==> src/rtl/tmds_pkg.sv <==
// Shared TMDS definitions: control-token codes and the RX alignment FSM encoding.
// Used by both the encoder and decoder sides of the link.
package tmds_pkg;

  localparam logic [9:0] TOK_C00 = 10'h354;
  localparam logic [9:0] TOK_C01 = 10'h0AB;
  localparam logic [9:0] TOK_C10 = 10'h154;
  localparam logic [9:0] TOK_C11 = 10'h2AB;

  typedef enum logic [2:0] {
    ST_SEARCH,
    ST_CHECK,
    ST_SLIP,
    ST_WAIT,
    ST_LOCKED
  } tmds_state_e;

endpackage

==> src/rtl/tmds_word_decode.sv <==
// Combinational decode of one 10-bit TMDS character into de / control bits / pixel byte.
// de=0 marks a control token; any non-token word is treated as a video character.
module tmds_word_decode
  import tmds_pkg::*;
(
  input  logic [9:0] word,
  output logic       de,
  output logic [1:0] c,
  output logic [7:0] data
);

  logic [7:0] q_inv;
  logic [7:0] q_x;

  always_comb begin
    de    = 1'b0;
    c     = 2'b00;
    data  = 8'h00;
    q_inv = word[9] ? ~word[7:0] : word[7:0];
    // Adjacent-bit XOR undoes the encoder's running XOR/XNOR chain; bit 0 passes through.
    q_x   = q_inv ^ {q_inv[6:0], 1'b0};
    case (word)
      TOK_C00: c = 2'b00;
      TOK_C01: c = 2'b01;
      TOK_C10: c = 2'b10;
      TOK_C11: c = 2'b11;
      default: begin
        de   = 1'b1;
        data = word[8] ? q_x : {~q_x[7:1], q_x[0]};
      end
    endcase
  end

endmodule

==> src/rtl/tmds_rx_decoder.sv <==
// Single-channel TMDS receive decoder: word-alignment search via bitslip, lock tracking
// on control tokens, and a two-stage register/decode pipeline for the character stream.
module tmds_rx_decoder
  import tmds_pkg::*;
#(
  parameter int TOKEN_RUN      = 8,
  parameter int SEARCH_TIMEOUT = 1024,
  parameter int SLIP_WAIT      = 16,
  parameter int LOSS_TIMEOUT   = 4096
) (
  input  logic       I_rgb_clk,
  input  logic       I_rst_n,
  input  logic [9:0] I_tmds_word,
  output logic       O_bitslip,
  output logic       O_aligned,
  output logic       O_de,
  output logic [1:0] O_c,
  output logic [7:0] O_data
);

  localparam int RUN_W  = $clog2(TOKEN_RUN + 1);
  localparam int SRCH_W = $clog2(SEARCH_TIMEOUT + 1);
  localparam int WAIT_W = $clog2(SLIP_WAIT + 1);
  localparam int LOSS_W = $clog2(LOSS_TIMEOUT + 1);

  function automatic int sat_inc(input int v, input int vmax);
    return (v >= vmax) ? vmax : v + 1;
  endfunction

  tmds_state_e       state, state_nxt;
  logic [RUN_W-1:0]  run_cnt, run_nxt;
  logic [SRCH_W-1:0] srch_cnt, srch_nxt;
  logic [WAIT_W-1:0] wait_cnt, wait_nxt;
  logic [LOSS_W-1:0] loss_cnt, loss_nxt;

  logic [9:0] word_p1;
  logic       dec_de;
  logic [1:0] dec_c;
  logic [7:0] dec_data;
  logic       is_tok;

  // Stage 1: input register; the alignment FSM works on this word
  always_ff @(posedge I_rgb_clk) begin
    if (!I_rst_n) word_p1 <= '0;
    else          word_p1 <= I_tmds_word;
  end

  tmds_word_decode u_dec (
    .word (word_p1),
    .de   (dec_de),
    .c    (dec_c),
    .data (dec_data)
  );

  assign is_tok = ~dec_de;

  always_ff @(posedge I_rgb_clk) begin
    if (!I_rst_n) begin
      state    <= ST_SEARCH;
      run_cnt  <= '0;
      srch_cnt <= '0;
      wait_cnt <= '0;
      loss_cnt <= '0;
    end else begin
      state    <= state_nxt;
      run_cnt  <= run_nxt;
      srch_cnt <= srch_nxt;
      wait_cnt <= wait_nxt;
      loss_cnt <= loss_nxt;
    end
  end

  // Each counter is only live in its own state and falls back to zero elsewhere.
  always_comb begin
    state_nxt = state;
    run_nxt   = '0;
    srch_nxt  = '0;
    wait_nxt  = '0;
    loss_nxt  = '0;
    case (state)
      ST_SEARCH: begin
        if (is_tok) begin
          run_nxt   = RUN_W'(1);
          state_nxt = (TOKEN_RUN <= 1) ? ST_LOCKED : ST_CHECK;
        end else if (int'(srch_cnt) + 1 >= SEARCH_TIMEOUT) begin
          state_nxt = ST_SLIP;
        end else begin
          srch_nxt = SRCH_W'(sat_inc(int'(srch_cnt), SEARCH_TIMEOUT));
        end
      end
      ST_CHECK: begin
        if (!is_tok)                            state_nxt = ST_SEARCH;
        else if (int'(run_cnt) + 1 >= TOKEN_RUN) state_nxt = ST_LOCKED;
        else run_nxt = RUN_W'(sat_inc(int'(run_cnt), TOKEN_RUN));
      end
      ST_SLIP: state_nxt = ST_WAIT;
      ST_WAIT: begin
        if (int'(wait_cnt) + 1 >= SLIP_WAIT) state_nxt = ST_SEARCH;
        else wait_nxt = WAIT_W'(sat_inc(int'(wait_cnt), SLIP_WAIT));
      end
      ST_LOCKED: begin
        if (is_tok)                                   loss_nxt  = '0;
        else if (int'(loss_cnt) + 1 >= LOSS_TIMEOUT)  state_nxt = ST_SEARCH;
        else loss_nxt = LOSS_W'(sat_inc(int'(loss_cnt), LOSS_TIMEOUT));
      end
      default: state_nxt = ST_SEARCH;
    endcase
  end

  assign O_aligned = (state == ST_LOCKED);
  assign O_bitslip = (state == ST_SLIP);

  // Stage 2: output register, gated by the state being entered so data and O_aligned agree
  always_ff @(posedge I_rgb_clk) begin
    if (!I_rst_n) begin
      O_de   <= 1'b0;
      O_c    <= 2'b00;
      O_data <= 8'h00;
    end else if (state_nxt == ST_LOCKED) begin
      O_de   <= dec_de;
      O_data <= dec_de ? dec_data : 8'h00;
      if (!dec_de) O_c <= dec_c;
    end else begin
      O_de   <= 1'b0;
      O_c    <= 2'b00;
      O_data <= 8'h00;
    end
  end

endmodule

==> config.mk <==
export PLATFORM = sky130hd
export DESIGN_NAME = tmds_rx_decoder
export DESIGN_NICKNAME = d
export VERILOG_FILES = /design/src/rtl/tmds_pkg.sv /design/src/rtl/tmds_word_decode.sv /design/src/rtl/tmds_rx_decoder.sv
export SDC_FILE = /design/constraint.sdc
export NUM_CORES = 1
export LEC_CHECK = 0
export CAP_MARGIN = 20
export CORE_MARGIN = 2
export CORE_UTILIZATION = 45
export CTS_BUF_LIST = sky130_fd_sc_hd__clkbuf_4 sky130_fd_sc_hd__clkbuf_8
export DETAILED_ROUTE_END_ITERATION = 16
export MAX_ROUTING_LAYER = met4
export PLACE_DENSITY = 0.68
export REMOVE_ABC_BUFFERS = 1
export SLEW_MARGIN = 20
export SYNTH_ARGS = -nofsm -noshare
export SYNTH_HDL_FRONTEND = slang
export SYNTH_SLANG_ARGS = --single-unit
==> constraint.sdc <==
create_clock -name I_rgb_clk -period 2.65 [get_ports I_rgb_clk]
set_clock_uncertainty 0.2 [all_clocks]
set_input_delay 0.53 -clock I_rgb_clk [delete_from_list [all_inputs] [get_ports I_rgb_clk]]
set_output_delay 0.53 -clock I_rgb_clk [all_outputs]
set_load 0.02 [all_outputs]
==> run summary, run 1 <==
Hold Startpoint -> loss_cnt[0]
initial antenna violation count -> 0
H-tree levels -> 3
Row Count -> 26
grt total ovfl -> 0
clock-pin transition on the worst setup and hold timing paths -> 60 ps
IO buf count -> 24
First-pass DRT Iterations -> 4
synthesized area per cell -> 9.286 µm²
flops & latches, synth -> 57
clock root buffer -> clkbuf_8
Synth Cell Area -> 0.002424 mm²
gr usage total -> 16.26%
CTS buffer count -> 9
Async SR Flop Fraction -> 0%
worst slew pin tran -> 450.4 ps
nets@finish -> 318
Max Freq -> 391.9 MHz
Syn Inst Count -> 261
synthesis warning total -> 0
FF-to-FF setup slack -> 100 ps
antenna cells -> 0
WP buf/inv -> 1
vias -> 1820
peak supply drop -> 0.4856 mV
critical path class -> reg2reg
Finished Cell Area -> 0.003012 mm²
Hold Buf Count CTS -> 0
clk_lat worst skew -> 330 ps
outcome -> finished clean
io pins -> 25
post-route antenna net violation count -> 0
DIE HEIGHT -> 77.39 µm
chip width -> 77.39 µm
Worst Reg-to-Reg Cells -> 9
Worst Setup End Kind -> flip-flop
Cell Pwr Density -> 560.3 mW/mm²
ys flop type -> dfxtp_1
synth top area cells -> dfxtp_1, xnor2_1, nor2_1
drt total wl -> 4252 µm
Critical Path, Cell by Cell -> ha_4 > nand2_2 > or4_2 > ha_1 > nor2b_2 > and2_4 > nand4_1 > buf_6 > nor2_1
final core occ -> 58.59%
Post-synth EDFFs -> 0
DR DRC count -> 0
Final Hold Fails -> 0
critical path required time -> 2720 ps
commonest cells in the netlist -> dfxtp_1, nor2_1, xnor2_1, inv_1, and2_1
top cell type's share of synthesized area -> 47.08%
Seq/Total Area, Yosys -> 47.08%
hold-critical path depth -> 1
Hold/Removal Path Class -> reg2reg
Iteration-0 DRC Markers -> 48
routed len/inst -> 11.43 µm
CTS tree -> done
CTS max path bufs -> 2
most common cell in the netlist -> dfxtp_1
vias in the first global route -> 1734
relative slew slack -> 69.79%
first-pass GRT wire length -> 7424 µm
Worst Hold End -> loss_cnt[0]
fin crit share -> 96.28%
crit path max fanout -> 6
Initial Utilization -> 47.15%
Slowest cell on crit path -> or4_2
CP max stage delay -> 650 ps
cell family with most CP delay -> simple AND/OR/NAND/NOR gates
CORE AREA -> 0.005140 mm²
CP Data Arrival Time -> 2630 ps
max_cap viols -> 0
Synth cell types -> 43
Final min period -> 2552 ps
worst r2r src -> loss_cnt[0]
setup violators final -> 0
fillers -> 481
Startpoint Class -> flip-flop
pin count of the biggest net entering global routing -> 13
GPL Wtd Cong -> 0.7180
r2r endpoint -> loss_cnt[2]
DR vias/cell -> 4.892
Yosys top cell by area -> dfxtp_1
hpwl dp -> 2928 µm
# clock sinks -> 57
final max-slew violation count -> 0
Post-DP Area -> 0.002778 mm²
die area -> 0.005988 mm²
Static Leak -> 1.054 nW
Area Growth Syn to Fin -> 24.26%
ratio of cells with drive above 1 in the final layout -> 12.25%
[cell families after synthesis]
group                      count (synthesis)  synth area share (%)
adders and majority gates                  8                 4.130
AOI/OAI and AO/OA                         21                 6.299
xor gates and xnor gates                  32                 11.56
and+or+nand+nor                          121                 27.05
muxes                                      1                0.4646
DFF                                       57                 47.08
buffers and inverters                     21                 3.407
[state kept, by name, indices dropped and copies added, names as in the netlist]
signal / cells
O_de: 1
loss_cnt: 13
wait_cnt: 5
state: 3
O_c: 2
O_data: 8
run_cnt: 4
word_p1: 10
srch_cnt: 11
[where the power goes]
part | leakage (nW) | internal, mW | switching (mW)
clock network | 0.0949 | 0.419 | 0.318
registers | 0.464 | 0.868 | 0.0140
logic | 0.496 | 0.0438 | 0.0245
total | 1.05 | 1.33 | 0.356
[per-stage QoR]
step                setup TNS, ps  hold WS (ps)  worst slack (ps)  power [mW]  std cells
global placement                0         229.0             127.8      0.9697        356
finish                          0         241.6             98.47       1.687        372
global route               -96.23         258.9            -25.04       1.760        372
CTS                             0         253.8             62.95       1.715        371
detailed placement              0         239.9             80.73      0.9712        356
floorplan                       0         217.9             94.43      0.9430        255
[area by class of cell]
| class | count | area, µm² | area share, % |
|---|---|---|---|
| clock buffers | 13 | 172.7 | 5.733 |
| inverters | 15 | 56.30 | 1.870 |
| clock inverters | 2 | 12.51 | 0.4155 |
| flip-flops and latches | 57 | 1146 | 38.06 |
| repair buffers | 32 | 307.8 | 10.22 |
| well taps | 70 | 87.58 | 2.908 |
| multi-input cells | 183 | 1229 | 40.80 |
[routing by layer]
layer	GRT usage, %	wire (µm)
met1	17.73	1981
met2	26.26	2051
met5	-	0
met4	6.429	57
met3	6.977	161
[worst max path at each step]
stage	startpoint	endpoint	slack [ps]	cells after the start
global placement	loss_cnt[0]	O_data[0]	130	8
detailed placement	loss_cnt[0]	O_data[5]	80	8
CTS	loss_cnt[0]	O_data[5]	60	8
global route	loss_cnt[0]	loss_cnt[9]	-30	9
finish	loss_cnt[0]	loss_cnt[2]	100	9
floorplan	loss_cnt[0]	loss_cnt[10]	90	8
[what timing repair did]
action,CTS,global route
endpoints found under the setup margin,0,24
buffers inserted,0,0
gates resized for setup,0,12
hold endpoints to repair,0,0
[layout by cell type (no fill, tap or decap), types with 6 or more instances in the layout]
cell	synthesis	layout
clkdlybuf4s50_1	0	24
clkbuf_8	0	12
nor2_1	44	44
xnor2_1	25	25
nand2_1	10	9
xor2_1	7	7
dfxtp_1	57	55
nand4_1	8	8
nor3_1	8	8
buf_4	0	6
nand3_1	13	13
ha_1	8	7
and2_1	14	13
inv_1	15	15
Power figures use the tool's default switching activity.
==> inputs of run 2 (changes only) <==
- GPL_TIMING_DRIVEN: not set -> 0
==> run summary, run 2 (synthesis results as in run 1) <==
max_cap viols -> 0 (unchanged)
Hold Startpoint -> loss_cnt[0] (unchanged)
critical path class -> reg2reg (unchanged)
Initial Utilization -> 47.15% (unchanged)
Final Hold Fails -> 0 (unchanged)
vias -> 1805 (was 1820)
CTS max path bufs -> 2 (unchanged)
GPL Wtd Cong -> 0.7444 (was 0.7180)
number of flip-flops in the largest register -> 13 (unchanged)
Worst Setup End Kind -> flip-flop (unchanged)
clk_lat worst skew -> 320 ps (was 330 ps)
Worst Hold End -> loss_cnt[0] (unchanged)
# clock sinks -> 57 (unchanged)
dpl cells -> 349 (was 356)
gr usage total -> 14.78% (was 16.26%)
ratio of cells with drive above 1 in the final layout -> 12.42% (was 12.25%)
fin crit share -> 95.93% (was 96.28%)
biggest regs -> loss_cnt x13, srch_cnt x11, word_p1 x10 (unchanged)
outcome -> finished clean (unchanged)
Final min period -> 2542 ps (was 2552 ps)
GR Util met1 -> 16.53% (was 17.73%)
drt total wl -> 4175 µm (was 4252 µm)
Cell Pwr Density -> 563.9 mW/mm² (was 560.3 mW/mm²)
IO buf count -> 24 (unchanged)
worst slew pin tran -> 534.3 ps (was 450.4 ps)
CORE AREA -> 0.005140 mm² (unchanged)
setup violators final -> 0 (unchanged)
initial antenna violation count -> 0 (unchanged)
clock root buffer -> clkbuf_8 (unchanged)
Worst Reg-to-Reg Cells -> 8 (was 9)
critical path required time -> 2710 ps (was 2720 ps)
busiest layer in global routing -> met2 (unchanged)
CTS buffer count -> 9 (unchanged)
first-pass GRT wire length -> 6796 µm (was 7424 µm)
grt total ovfl -> 0 (unchanged)
crit path max fanout -> 7 (was 6)
chip width -> 77.39 µm (unchanged)
clock-pin transition on the worst setup and hold timing paths -> 60 ps (about the same)
most frequent cells in the layout -> dfxtp_1, nor2_1, xnor2_1, clkdlybuf4s50_1, inv_1 (unchanged)
met3 Use GR -> 6.395% (was 6.977%)
Max Freq -> 393.3 MHz (was 391.9 MHz)
Hold/Removal Path Class -> reg2reg (unchanged)
DIE HEIGHT -> 77.39 µm (unchanged)
r2r endpoint -> loss_cnt[5] (was loss_cnt[2])
relative slew slack -> 64.27% (was 69.79%)
First-pass DRT Iterations -> 4 (unchanged)
worst r2r src -> loss_cnt[3] (was loss_cnt[0])
most common cell after layout, fill and taps aside -> dfxtp_1 (unchanged)
Static Leak -> 1.037 nW (was 1.054 nW)
Layout Cells excl Fill -> 368 (was 372)
H-tree levels -> 3 (unchanged)
routed len/inst -> 11.35 µm (was 11.43 µm)
total chip power -> 1.683 mW (was 1.687 mW)
Area Growth Syn to Fin -> 23.18% (was 24.26%)
CP Data Arrival Time -> 2600 ps (was 2630 ps)
hold-critical path depth -> 1 (unchanged)
Reg with most FFs -> loss_cnt (unchanged)
M2 GR Usage -> 23.30% (was 26.26%)
FF-to-FF setup slack -> 110 ps (was 100 ps)
hpwl dp -> 2758 µm (was 2928 µm)
peak supply drop -> 0.4022 mV (was 0.4856 mV)
DR vias/cell -> 4.905 (was 4.892)
Iteration-0 DRC Markers -> 41 (was 48)
pin count of the biggest net entering global routing -> 16 (was 13)
antenna cells -> 0 (unchanged)
vias in the first global route -> 1594 (was 1734)
die area -> 0.005988 mm² (unchanged)
io pins -> 25 (unchanged)
nets@finish -> 314 (was 318)
post-route antenna net violation count -> 0 (unchanged)
Startpoint Class -> flip-flop (unchanged)
DR DRC count -> 0 (unchanged)
final max-slew violation count -> 0 (unchanged)
fillers -> 473 (was 481)
Row Count -> 26 (unchanged)
CTS tree -> done (unchanged)
-- run 2: worst max-delay path by stage --
stage	end	start	depth (start not counted)
floorplan	loss_cnt[10]	loss_cnt[0]	8
global placement	loss_cnt[5]	loss_cnt[3]	7
detailed placement	loss_cnt[5]	loss_cnt[3]	7
CTS	O_aligned	state[2]	2
global route	loss_cnt[1]	loss_cnt[3]	8
finish	loss_cnt[5]	loss_cnt[3]	8
-- run 2: critical path, stage by stage (launching register included) --
cell     delay, ps
dfxtp_2        360
nand4_1        270
or4_4          560
ha_1           300
nor2b_2        140
and2_4         170
nand4_1        150
buf_2          230
nor2_1         100
-- run 2: final cells by class --
type	instances	area [µm²]	area share (%)
multi-input combinational	183	1239	41.49
sequential	57	1146	38.39
timing repair buffer	28	271.5	9.095
clock buffer	13	172.7	5.784
tap	70	87.58	2.934
inverter	15	56.30	1.886
clock inverter	2	12.51	0.4191
-- run 2: stage by stage --
stage / worst slack (ps) / hold WS (ps) / instance area [µm²] / setup TNS [ps] / util [%]
after floorplan: 94.43 / 217.9 / 2397 / 0 / -
after global placement: -231.1 / 230.6 / 2725 / -2692 / 53.02
after detailed placement: -263.5 / 240.7 / 2725 / -3007 / 53.02
after CTS: 5.999 / 249.0 / 2918 / 0 / 56.77
after global routing: -9.516 / 271.0 / 2985 / -9.536 / 58.08
final: 107.7 / 249.1 / 2985 / 0 / 58.08
-- run 2: power by group --
| part | total (mW) | internal (mW) | switching [mW] |
|---|---|---|---|
| Clock | 0.734 | 0.419 | 0.315 |
| Combinational | 0.0665 | 0.0419 | 0.0246 |
| Sequential | 0.883 | 0.869 | 0.0136 |
| Total | 1.68 | 1.33 | 0.353 |
-- run 2: layer usage --
metal / share of wire (%) / vias up
met1: 47 / 819
met3: 4.2 / 9
met2: 47 / 28
li1: - / 949
met4: 1.7 / 0
met5: 0 / -
-- run 2: repair_timing --
item	CTS	global route
setup buffers	1	2
gates cloned	0	1
hold endpoints to repair	0	0
pin swaps	1	1
resized for setup	0	14
endpoints found under the setup margin	12	25
hold buffers	0	0
==> inputs of run 3 (changes only) <==
- SKIP_CTS_REPAIR_TIMING: not set -> 1
==> run summary, run 3 (synthesis results as in run 1) <==
outcome -> finished clean (unchanged)
hpwl dp -> 2758 µm (unchanged)
fin crit share -> 98.29% (was 95.93%)
Reg with most FFs -> loss_cnt (unchanged)
number of flip-flops in the largest register -> 13 (unchanged)
io pins -> 25 (unchanged)
setup violators final -> 0 (unchanged)
Initial Utilization -> 47.15% (unchanged)
IO buf count -> 24 (unchanged)
CP Data Arrival Time -> 2660 ps (was 2600 ps)
Worst Setup End Kind -> flip-flop (unchanged)
initial antenna violation count -> 0 (unchanged)
Area Growth Syn to Fin -> 22.35% (was 23.18%)
Sw Ratio -> 20.95% (was 20.96%)
Row Count -> 26 (unchanged)
final max-slew violation count -> 0 (unchanged)
nets@finish -> 313 (was 314)
routed len/inst -> 11.19 µm (was 11.35 µm)
Cell Pwr Density -> 567.6 mW/mm² (was 563.9 mW/mm²)
Pint -> 1.330 mW (about the same)
GPL Wtd Cong -> 0.7444 (unchanged)
First-pass DRT Iterations -> 4 (unchanged)
Startpoint Class -> flip-flop (unchanged)
crit path max fanout -> 12 (was 7)
Seq pwr share -> 52.5% (about the same)
dpl cells -> 349 (unchanged)
CP startpoint -> loss_cnt[3] (unchanged)
worst r2r src -> loss_cnt[3] (unchanged)
Worst Reg-to-Reg Cells -> 8 (unchanged)
clock-pin transition on the worst setup and hold timing paths -> 60 ps (about the same)
# clock sinks -> 57 (unchanged)
worst slew pin tran -> 528.2 ps (was 534.3 ps)
antenna cells -> 0 (unchanged)
post-route antenna net violation count -> 0 (unchanged)
CTS max path bufs -> 2 (unchanged)
clk_lat worst skew -> 320 ps (about the same)
Setup TNS Final -> 0 ps (unchanged)
vias -> 1802 (was 1805)
die area -> 0.005988 mm² (unchanged)
Sw Pwr -> 352.7 µW (was 352.9 µW)
Clock power frac -> 43.6% (about the same)
max_cap viols -> 0 (unchanged)
critical path required time -> 2710 ps (about the same)
DR DRC count -> 0 (unchanged)
critical path class -> reg2reg (unchanged)
Static Leak -> 1.033 nW (was 1.037 nW)
CTS buffer count -> 9 (unchanged)
Max Freq -> 383.9 MHz (was 393.3 MHz)
DR vias/cell -> 4.910 (was 4.905)
peak supply drop -> 0.4023 mV (was 0.4022 mV)
gr usage total -> 14.75% (was 14.78%)
fillers -> 472 (was 473)
biggest regs -> loss_cnt x13, srch_cnt x11, word_p1 x10 (unchanged)
chip width -> 77.39 µm (unchanged)
ratio of cells with drive above 1 in the final layout -> 11.78% (was 12.42%)
Final min period -> 2605 ps (was 2542 ps)
CTS tree -> done (unchanged)
drt total wl -> 4107 µm (was 4175 µm)
H-tree levels -> 3 (unchanged)
Hold/Removal Path Class -> reg2reg (unchanged)
Layout Cells excl Fill -> 367 (was 368)
most common cell after layout, fill and taps aside -> dfxtp_1 (unchanged)
first-pass GRT wire length -> 6782 µm (was 6796 µm)
grt total ovfl -> 0 (unchanged)
pin count of the biggest net entering global routing -> 16 (unchanged)
Iteration-0 DRC Markers -> 36 (was 41)
hold-critical path depth -> 1 (unchanged)
total chip power -> 1.683 mW (about the same)
hold slack -> 216.8 ps (was 249.1 ps)
Gate power share -> 3.9% (was 4.0%)
CORE AREA -> 0.005140 mm² (unchanged)
DIE HEIGHT -> 77.39 µm (unchanged)
clock root buffer -> clkbuf_8 (unchanged)
Hold Startpoint -> loss_cnt[0] (unchanged)
Final Hold Fails -> 0 (unchanged)
most frequent cells in the layout -> dfxtp_1, nor2_1, xnor2_1, clkdlybuf4s50_1, inv_1 (unchanged)
vias in the first global route -> 1587 (was 1594)
relative slew slack -> 64.68% (was 64.27%)
-- run 3: cell types whose count changed in the layout (fill, tap and decap cells not counted) --
cell / delta
nor2_2: -1
ha_2: +1
or4_2: +1
buf_2: -1
nor2_1: +1
or4_4: -1
ha_4: -1
-- run 3: final cells by class --
cell class / count / area, µm² / share of cell area (%)
clock buffers: 13 / 172.7 / 5.823
multi-input cells: 183 / 1224 / 41.27
repair buffers: 27 / 266.5 / 8.987
well taps: 70 / 87.58 / 2.954
flip-flops and latches: 57 / 1146 / 38.65
clock inverters: 2 / 12.51 / 0.4219
inverters: 15 / 56.30 / 1.899
-- run 3: layer usage --
layer	vias up	wire length (µm)	global-route usage, %
met5	-	0	-
met4	0	70	5.893
met3	9	153	6.395
met2	24	1886	23.39
met1	824	1997	16.38
li1	945	-	-
-- run 3: power by group through the flow --
stage	registers [mW]	clock network, mW	logic (mW)
floorplan	0.899	0	0.0441
global route	0.884	0.801	0.0748
CTS	0.883	0.759	0.0666
finish	0.883	0.734	0.0662
detailed placement	0.902	0	0.0667
global placement	0.902	0	0.0658
-- run 3: critical path, cell delays in order, from the launching register on --
cell	delay (ps)
dfxtp_2	360
nand4_1	260
or4_2	690
ha_1	310
nor2b_2	130
and2_4	170
nand4_1	120
buf_6	190
nor2_1	100
-- run 3: path summary, 6_finish.rpt --
kind	endpoint	slack, ps
max	loss_cnt[11]	50
min	loss_cnt[0]	220
max reg2reg	loss_cnt[11]	50
min reg2reg	loss_cnt[0]	220
-- run 3: through the flow --
step	area, µm²	setup slack (ps)	utilization, %
finish	2965	45.35	57.69
global route	2965	-70.04	57.69
CTS	2910	-296.1	56.62
detailed placement	2725	-263.5	53.02
global placement	2725	-231.1	53.02
floorplan	2397	94.43	-
